[src/rtl/bist_logic_param.sv]
// bist_logic_param: y = isqrt(a + icbrt(b)) computed with bit-serial iterative
// units. A built-in self-test replays LFSR-generated operand pairs through the
// same datapath and compresses the results into a MISR signature.
module bist_logic_param #(
  parameter int          W         = 8,
  parameter int          NVEC      = 255,
  parameter int          SW        = 9,
  parameter logic [31:0] LFSR_POLY = 32'h0000_B400,
  parameter logic [31:0] LFSR_SEED = 32'h0000_0001,
  parameter logic [15:0] MISR_POLY = 16'h0110,
  parameter logic [15:0] GOLDEN    = 16'h0000
) (
  input  logic          clk_i,
  input  logic          rst_i,
  input  logic [W-1:0]  a_i,
  input  logic [W-1:0]  b_i,
  input  logic          start_i,
  input  logic          test_button,
  output logic          busy_o,
  output logic [SW+3:0] y_o,
  output logic          pass_o,
  output logic          mode_o
);
  localparam int RW    = (W + 2) / 2;   // square-root result bits
  localparam int CW    = (W + 2) / 3;   // cube-root result bits, ceil(W/3)
  localparam int LW    = 2 * W;         // LFSR width: one a/b pair per state
  localparam int SUMW  = W + 1;         // a + icbrt(b) never exceeds W+1 bits
  localparam int CUBEW = 3 * CW;
  localparam int SQW   = 2 * RW;
  localparam int IW    = $clog2(RW + 1); // bit index covers both units (CW <= RW)
  localparam int NW    = (NVEC > 1) ? $clog2(NVEC) : 1;

  typedef enum logic [2:0] {
    IDLE, BINIT, LOAD, CBRT, SQRT, DONE, FOLD, BEND
  } state_t;

  state_t          state, state_nxt;
  logic            start_q, test_q;
  logic            start_trig, test_trig;
  logic            in_bist;
  logic            busy;
  logic [SW+3:0]   y;
  logic            pass, mode;
  logic [3:0]      run_cnt;
  logic [SW-1:0]   misr;
  logic [LW-1:0]   lfsr;
  logic [W-1:0]    op_a, op_b;
  logic [CW-1:0]   root_c, cbrt_nxt;
  logic [RW-1:0]   root_s;
  logic [SUMW-1:0] sum_r;
  logic [IW-1:0]   bit_idx;
  logic [NW-1:0]   vec_cnt;

  // Trial-and-keep cube root: set bit i, keep it only if the cube still fits.
  function automatic logic [CW-1:0] cbrt_step(input logic [CW-1:0] r,
                                              input logic [W-1:0]  x,
                                              input logic [IW-1:0] i);
    logic [CW-1:0]    t;
    logic [CUBEW-1:0] c;
    t = r | (CW'(1) << i);
    c = CUBEW'(t) * CUBEW'(t) * CUBEW'(t);
    return (c <= CUBEW'(x)) ? t : r;
  endfunction

  // Restoring square root step: tentatively set bit i, restore if the square overshoots.
  function automatic logic [RW-1:0] sqrt_step(input logic [RW-1:0]   r,
                                              input logic [SUMW-1:0] x,
                                              input logic [IW-1:0]   i);
    logic [RW-1:0]  t;
    logic [SQW-1:0] s;
    t = r | (RW'(1) << i);
    s = SQW'(t) * SQW'(t);
    return (s <= SQW'(x)) ? t : r;
  endfunction

  function automatic logic [SW-1:0] misr_step(input logic [SW-1:0] m,
                                              input logic [RW-1:0] r);
    logic [SW-1:0] s;
    s = {m[SW-2:0], 1'b0};
    if (m[SW-1]) s = s ^ MISR_POLY[SW-1:0];
    return s ^ SW'(r);
  endfunction

  function automatic logic [LW-1:0] lfsr_step(input logic [LW-1:0] l);
    return l[0] ? ((l >> 1) ^ LFSR_POLY[LW-1:0]) : (l >> 1);
  endfunction

  assign start_trig = start_i & ~start_q;
  assign test_trig  = test_button & ~test_q;
  assign cbrt_nxt   = cbrt_step(root_c, op_b, bit_idx);

  assign busy_o = busy;
  assign y_o    = y;
  assign pass_o = pass;
  assign mode_o = mode;

  // State register.
  always_ff @(posedge clk_i) begin
    if (rst_i) state <= IDLE;
    else       state <= state_nxt;
  end

  // Next-state logic; self-test request wins over a simultaneous user start.
  always_comb begin
    state_nxt = state;
    case (state)
      IDLE:    if (test_trig) state_nxt = BINIT;
               else if (start_trig) state_nxt = LOAD;
      BINIT:   state_nxt = LOAD;
      LOAD:    state_nxt = CBRT;
      CBRT:    if (bit_idx == '0) state_nxt = SQRT;
      SQRT:    if (bit_idx == '0) state_nxt = in_bist ? FOLD : DONE;
      DONE:    state_nxt = IDLE;
      FOLD:    state_nxt = (vec_cnt == NW'(NVEC - 1)) ? BEND : LOAD;
      BEND:    state_nxt = IDLE;
      default: state_nxt = IDLE;
    endcase
  end

  // Control, edge detectors, LFSR/MISR and visible result registers.
  always_ff @(posedge clk_i) begin
    if (rst_i) begin
      start_q <= 1'b0;
      test_q  <= 1'b0;
      in_bist <= 1'b0;
      busy    <= 1'b0;
      y       <= '0;
      pass    <= 1'b0;
      mode    <= 1'b0;
      run_cnt <= 4'd0;
      misr    <= '0;
      lfsr    <= LFSR_SEED[LW-1:0];
    end else begin
      start_q <= start_i;
      test_q  <= test_button;
      case (state)
        IDLE: begin
          if (test_trig) begin
            busy    <= 1'b1;
            in_bist <= 1'b1;
          end else if (start_trig) begin
            busy    <= 1'b1;
            in_bist <= 1'b0;
            pass    <= 1'b0;
          end
        end
        BINIT: begin
          lfsr <= LFSR_SEED[LW-1:0];
          misr <= '0;
        end
        LOAD: if (in_bist) lfsr <= lfsr_step(lfsr);
        DONE: begin
          y    <= (SW + 4)'(root_s);
          mode <= 1'b0;
          pass <= 1'b0;
          busy <= 1'b0;
        end
        FOLD: misr <= misr_step(misr, root_s);
        BEND: begin
          run_cnt <= run_cnt + 4'd1;
          y       <= {run_cnt + 4'd1, misr};
          pass    <= (misr == GOLDEN[SW-1:0]);
          mode    <= 1'b1;
          busy    <= 1'b0;
        end
        default: ;
      endcase
    end
  end

  // Arithmetic datapath; every register here is initialised before it is used.
  always_ff @(posedge clk_i) begin
    case (state)
      IDLE: if (start_trig && !test_trig) begin
        op_a <= a_i;
        op_b <= b_i;
      end
      BINIT: vec_cnt <= '0;
      LOAD: begin
        if (in_bist) begin
          op_a <= lfsr[LW-1:W];
          op_b <= lfsr[W-1:0];
        end
        root_c  <= '0;
        bit_idx <= IW'(CW - 1);
      end
      CBRT: begin
        root_c <= cbrt_nxt;
        sum_r  <= SUMW'(op_a) + SUMW'(cbrt_nxt);
        if (bit_idx == '0) begin
          bit_idx <= IW'(RW - 1);
          root_s  <= '0;
        end else begin
          bit_idx <= bit_idx - IW'(1);
        end
      end
      SQRT: begin
        root_s  <= sqrt_step(root_s, sum_r, bit_idx);
        bit_idx <= bit_idx - IW'(1);
      end
      FOLD: vec_cnt <= vec_cnt + NW'(1);
      default: ;
    endcase
  end
endmodule

[config.mk]
export PLATFORM = sky130hd
export DESIGN_NAME = bist_logic_param
export DESIGN_NICKNAME = d
export VERILOG_FILES = /design/src/rtl/bist_logic_param.sv
export SDC_FILE = /design/constraint.sdc
export NUM_CORES = 1
export LEC_CHECK = 0
export CELL_PAD_IN_SITES_DETAIL_PLACEMENT = 0
export CELL_PAD_IN_SITES_GLOBAL_PLACEMENT = 1
export CORE_ASPECT_RATIO = 1.1
export CORE_MARGIN = 2
export CORE_UTILIZATION = 47
export DETAILED_ROUTE_END_ITERATION = 6
export GPL_TIMING_DRIVEN = 0
export HOLD_SLACK_MARGIN = 0.05
export PLACE_DENSITY_LB_ADDON = 0.1
export SYNTH_ARGS = -nofsm -noshare
export SYNTH_HDL_FRONTEND = slang
export SYNTH_SLANG_ARGS = --single-unit
[constraint.sdc]
create_clock -name clk_i -period 7.19 [get_ports clk_i]
set_clock_uncertainty 0.15 [all_clocks]
set_input_delay 1.438 -clock clk_i [delete_from_list [all_inputs] [get_ports clk_i]]
set_output_delay 1.438 -clock clk_i [all_outputs]
set_load 0.02 [all_outputs]
==> impl_table.tex <==
\begin{tabular}{lr}
\hline
Metric & Value \\
\hline
\multicolumn{2}{l}{\textbf{CTS}} \\
CTS sink cnt & 95 \\
Inserted Clock Buffers & 9 \\
Largest buffer count on any clock path & 2 \\
TritonCTS clock tree & built \\
Post-CTS Setup Repair Bufs & 0 \\
CTS H-tree depth & 3 \\
Clock-pin slew reported for the worst setup and hold paths after clock tree synthesis & 0.06 ns \\
Clock insertion delay at the later pin of the skew report & 0.34 ns \\
Number of cells upsized or downsized after cts & 0 \\
Number of buffers added to fix hold violations after cts & 0 \\
Master cell of the clock root buffer & clkbuf\_16 \\
\multicolumn{2}{l}{\textbf{Floorplan}} \\
Starting density of the core & 48.6\% \\
Vertical extent of the die & approximately 120 um \\
Placeable Area & 0.0115 sq mm \\
Die Width & 108 um \\
FP Rows & 41 \\
Total Die Area & 0.0128 sq mm \\
Ports placed on the boundary & 36 \\
\multicolumn{2}{l}{\textbf{Logic synthesis}} \\
Sequential-to-total area share from yosys stat & 41.7\% \\
Number of register bits inferred by synthesis & 95 \\
Number of distinct library cell variants in the gate-level netlist after synthesis & 60 \\
Synth top area share & 23.5\% \\
Yosys warnings & 0 \\
Post-synthesis instance area & 0.00561 sq mm \\
Cell taking the most area after synthesis & edfxtp\_1 \\
Primary flip-flop cell chosen by synthesis mapping & dfxtp\_1 \\
Largest cells by area after synthesis & edfxtp\_1 24\%, dfxtp\_1 18\%, ha\_1 10\% \\
Count of flip-flops with a built-in enable after synthesis & 44 \\
Avg Synthesized Cell Area & 9.81 sq um \\
Share of async-settable or async-resettable flops after synthesis & 0\% \\
Cells after synthesis & 572 \\
Post-synth net total & between 600 and 700 \\
\multicolumn{2}{l}{\textbf{Power}} \\
Leakage power & between 0.002 and 0.003 uW \\
Maximum vdd drop & $\sim$0.14 mV \\
Pwr per Cell Area & 248 mW/mm\^{}2 \\
Overall power consumption & 1600 uW \\
\multicolumn{2}{l}{\textbf{Drt}} \\
Wire length per cell & 15.0 um \\
Post-Route WL & 11,600 um \\
DR pass1 iterations & 4 \\
DRC violation total after the first TritonRoute iteration & between 200 and 250 \\
Number of remaining DRC errors & 0 \\
Post-route antenna net violation count & 0 \\
Vias per Instance & 5.28 \\
Detailed-route via count & between 4,000 and 5,000 \\
\multicolumn{2}{l}{\textbf{Placed design}} \\
Total half-perimeter wirelength after legalization and detailed placement & 8950 um \\
Placed cell count & 757 \\
Count of port buffers added during placement & 34 \\
Final weighted congestion in routability-driven placement & 0.808 \\
Area post-placement & approximately 0.0061 sq mm \\
\multicolumn{2}{l}{\textbf{Setup path}} \\
Launch instance of the worst register-to-register path & bit\_idx[0] \\
Data required time at the worst endpoint & about 7 ns \\
Cell occurring most often along the worst timing path & ha\_1 \\
Worst path slowest cell & fa\_1 \\
Crit path launch type & register \\
Maximum single-stage delay on the critical path & 0.50 ns \\
Data arrival at the endpoint of the critical path & between 6 and 7 ns \\
Crit path max-delay family & adder cells \\
Critical path class & reg -> reg \\
Worst path buffer plus inverter count & 4 \\
Maximum fanout along the worst path & 9 \\
Setup crit end kind & register \\
Launching element of the worst setup path & bit\_idx[0] \\
Critical path, cell by cell & ha\_1, nor2b\_1, buf\_2, nor2\_1, or2\_2, inv\_1, fa\_1, inv\_1, fa\_1, inv\_1, ha\_1, a21o\_1, ha\_1, a21o\_1, a21oi\_1, o21ai\_0, xor2\_1, ha\_1, and3\_1, nand3\_1, a21oi\_1, a2111oi\_0, nor2\_1, o31ai\_2 \\
\multicolumn{2}{l}{\textbf{STA}} \\
Worst Hold Slack & 0.311 ns \\
Setup-violating endpoint count in the final report & 0 \\
Highest attainable clock frequency & between 150 and 200 MHz \\
RSZ-0062 raised after global routing & no \\
Final Max Tran Viols & 0 \\
Final critical-path share of the clock period & 86.0\% \\
Final min period & between 6 and 7 ns \\
Aggregate negative setup slack & 0 ns \\
Slew at the pin with the worst max-slew slack & 0.586 ns \\
Relative slew margins & 61.0\% \\
Final count of hold timing violations & 0 \\
\multicolumn{2}{l}{\textbf{Final layout}} \\
Area added between synthesis and finish & 14.8\% \\
Final cell area excluding filler cells & approximately 0.0064 sq mm \\
Ant diodes & 0 \\
Count of placed standard cells in the final layout, fillers left out & 773 \\
Nets & 691 \\
Fillcell total & 1,053 \\
Share of post-route cells with drive strength above 1 & 11.9\% \\
\multicolumn{2}{l}{\textbf{Global routing}} \\
Global-route wire length before repair & 19,700 um \\
Number of global-route vias before repair & $\sim$4,100 \\
Total Routing Usage GR & 19.3\% \\
Antenna violations before repair & 0 \\
Aggregate global routing overflow & 0 \\
Largest net degree at the start of global routing & 16 \\
\multicolumn{2}{l}{\textbf{Worst hold path}} \\
Startpoint of the most critical hold path & y\_o[6] \\
Type of the tightest min-delay check & reg -> reg \\
\multicolumn{2}{l}{\textbf{Run}} \\
MaxCap Viol Count & 0 \\
\multicolumn{2}{l}{\textbf{Outcome}} \\
Run status & complete, no violations \\
\hline
\end{tabular}
[cells in the final DEF, fill, tap and decap left out, drive strengths merged, types with 3 or more instances in the layout]
cell	instances
nor2	70
dfxtp	51
ha	46
edfxtp	44
a21oi	44
inv	39
nand2	38
clkdlybuf4s50	34
nand3	28
clkbuf	21
buf	21
xor2	19
mux2	16
nor2b	15
xnor2	14
o21ai	14
a22oi	11
a21o	10
nor3	8
fa	7
o21a	6
a211oi	6
mux2i	6
nand4	6
nand2b	5
and3	4
nand3b	4
o221ai	3
nor4	3
or3	3
[metal layers]
layer	part of all wire [%]	GRT usage, %	vias up
met3	1.8	3.03	13
li1	-	-	2101
met2	49	32.5	42
met5	0	0	-
met4	1.4	5.53	0
met1	48	25.6	1927
[Yosys cell counts, types with 11 or more instances]
master,number
ha_1,46
nand2_1,36
o21ai_0,12
inv_1,37
nor2_1,68
a21oi_1,41
edfxtp_1,44
a22oi_1,11
xnor2_1,14
xor2_1,19
nor2b_1,13
dfxtp_1,51
nand3_1,28
mux2_2,16
[area by class of cell]
cell class,count,area [sq um],area share (%)
Buffer,28,171,2.66
Tap cell,150,188,2.91
Inverter,39,146,2.27
Clock buffer,13,250,3.89
Multi-Input combinational cell,410,2950,45.8
Clock inverter,3,43.8,0.680
Sequential cell,95,2340,36.4
Timing Repair Buffer,35,348,5.40
[power by group]
part	leakage, uW	switching [uW]	internal, uW	total, uW
combinational	0.00167	273	213	486
clock	0.000144	191	279	470
sequential	0.000823	24.1	615	639
[path summary, 6_finish.rpt]
kind | endpoint | slack, ns | cells after the start
max | root_s[4] | 1.01 | 24
min | y_o[6] | 0.31 | 2
max reg2reg | root_s[4] | 1.01 | 24
min reg2reg | y_o[6] | 0.31 | 2
[state kept, by name, indices dropped and copies added, names as in the netlist]
signal	count
y_o	13
op_a	8
sum_r	9
op_b	8
mode_o	1
vec_cnt	8
bit_idx	3
root_c	3
start_q	1
busy_o	1
pass_o	1
misr	9
test_q	1
run_cnt	4
state	3
lfsr	16
in_bist	1
root_s	5
[through the flow]
stage	utilization [%]	worst slack [ns]
after floorplan	-	1.64
after global placement	53.2	1.03
after detailed placement	53.3	0.992
after CTS	55.8	0.957
after global routing	55.8	0.514
final	55.8	1.01
[cells by family (layout without fill, tap and decap cells)]
logic type               count (synthesis)  after routing  synth area share [%]
AO/OA/AOI/OAI                          111            111                  14.1
AND/OR/NAND/NOR                        190            190                  16.3
other                                    1              1                0.0668
buffers and inverters                   67            118                  5.66
flip-flops                              95             95                  41.7
adder cells (fa/ha/maj)                 53             53                  12.8
multiplexers                            22             22                  4.28
XOR/XNOR                                33             33                  5.15
[worst min-delay path: stages (launching register included)]
cell and delay, ns:
dfxtp_1 0.31, nand2_1 0.05, a21oi_1 0.05
(Power assumes the default switching activity.)
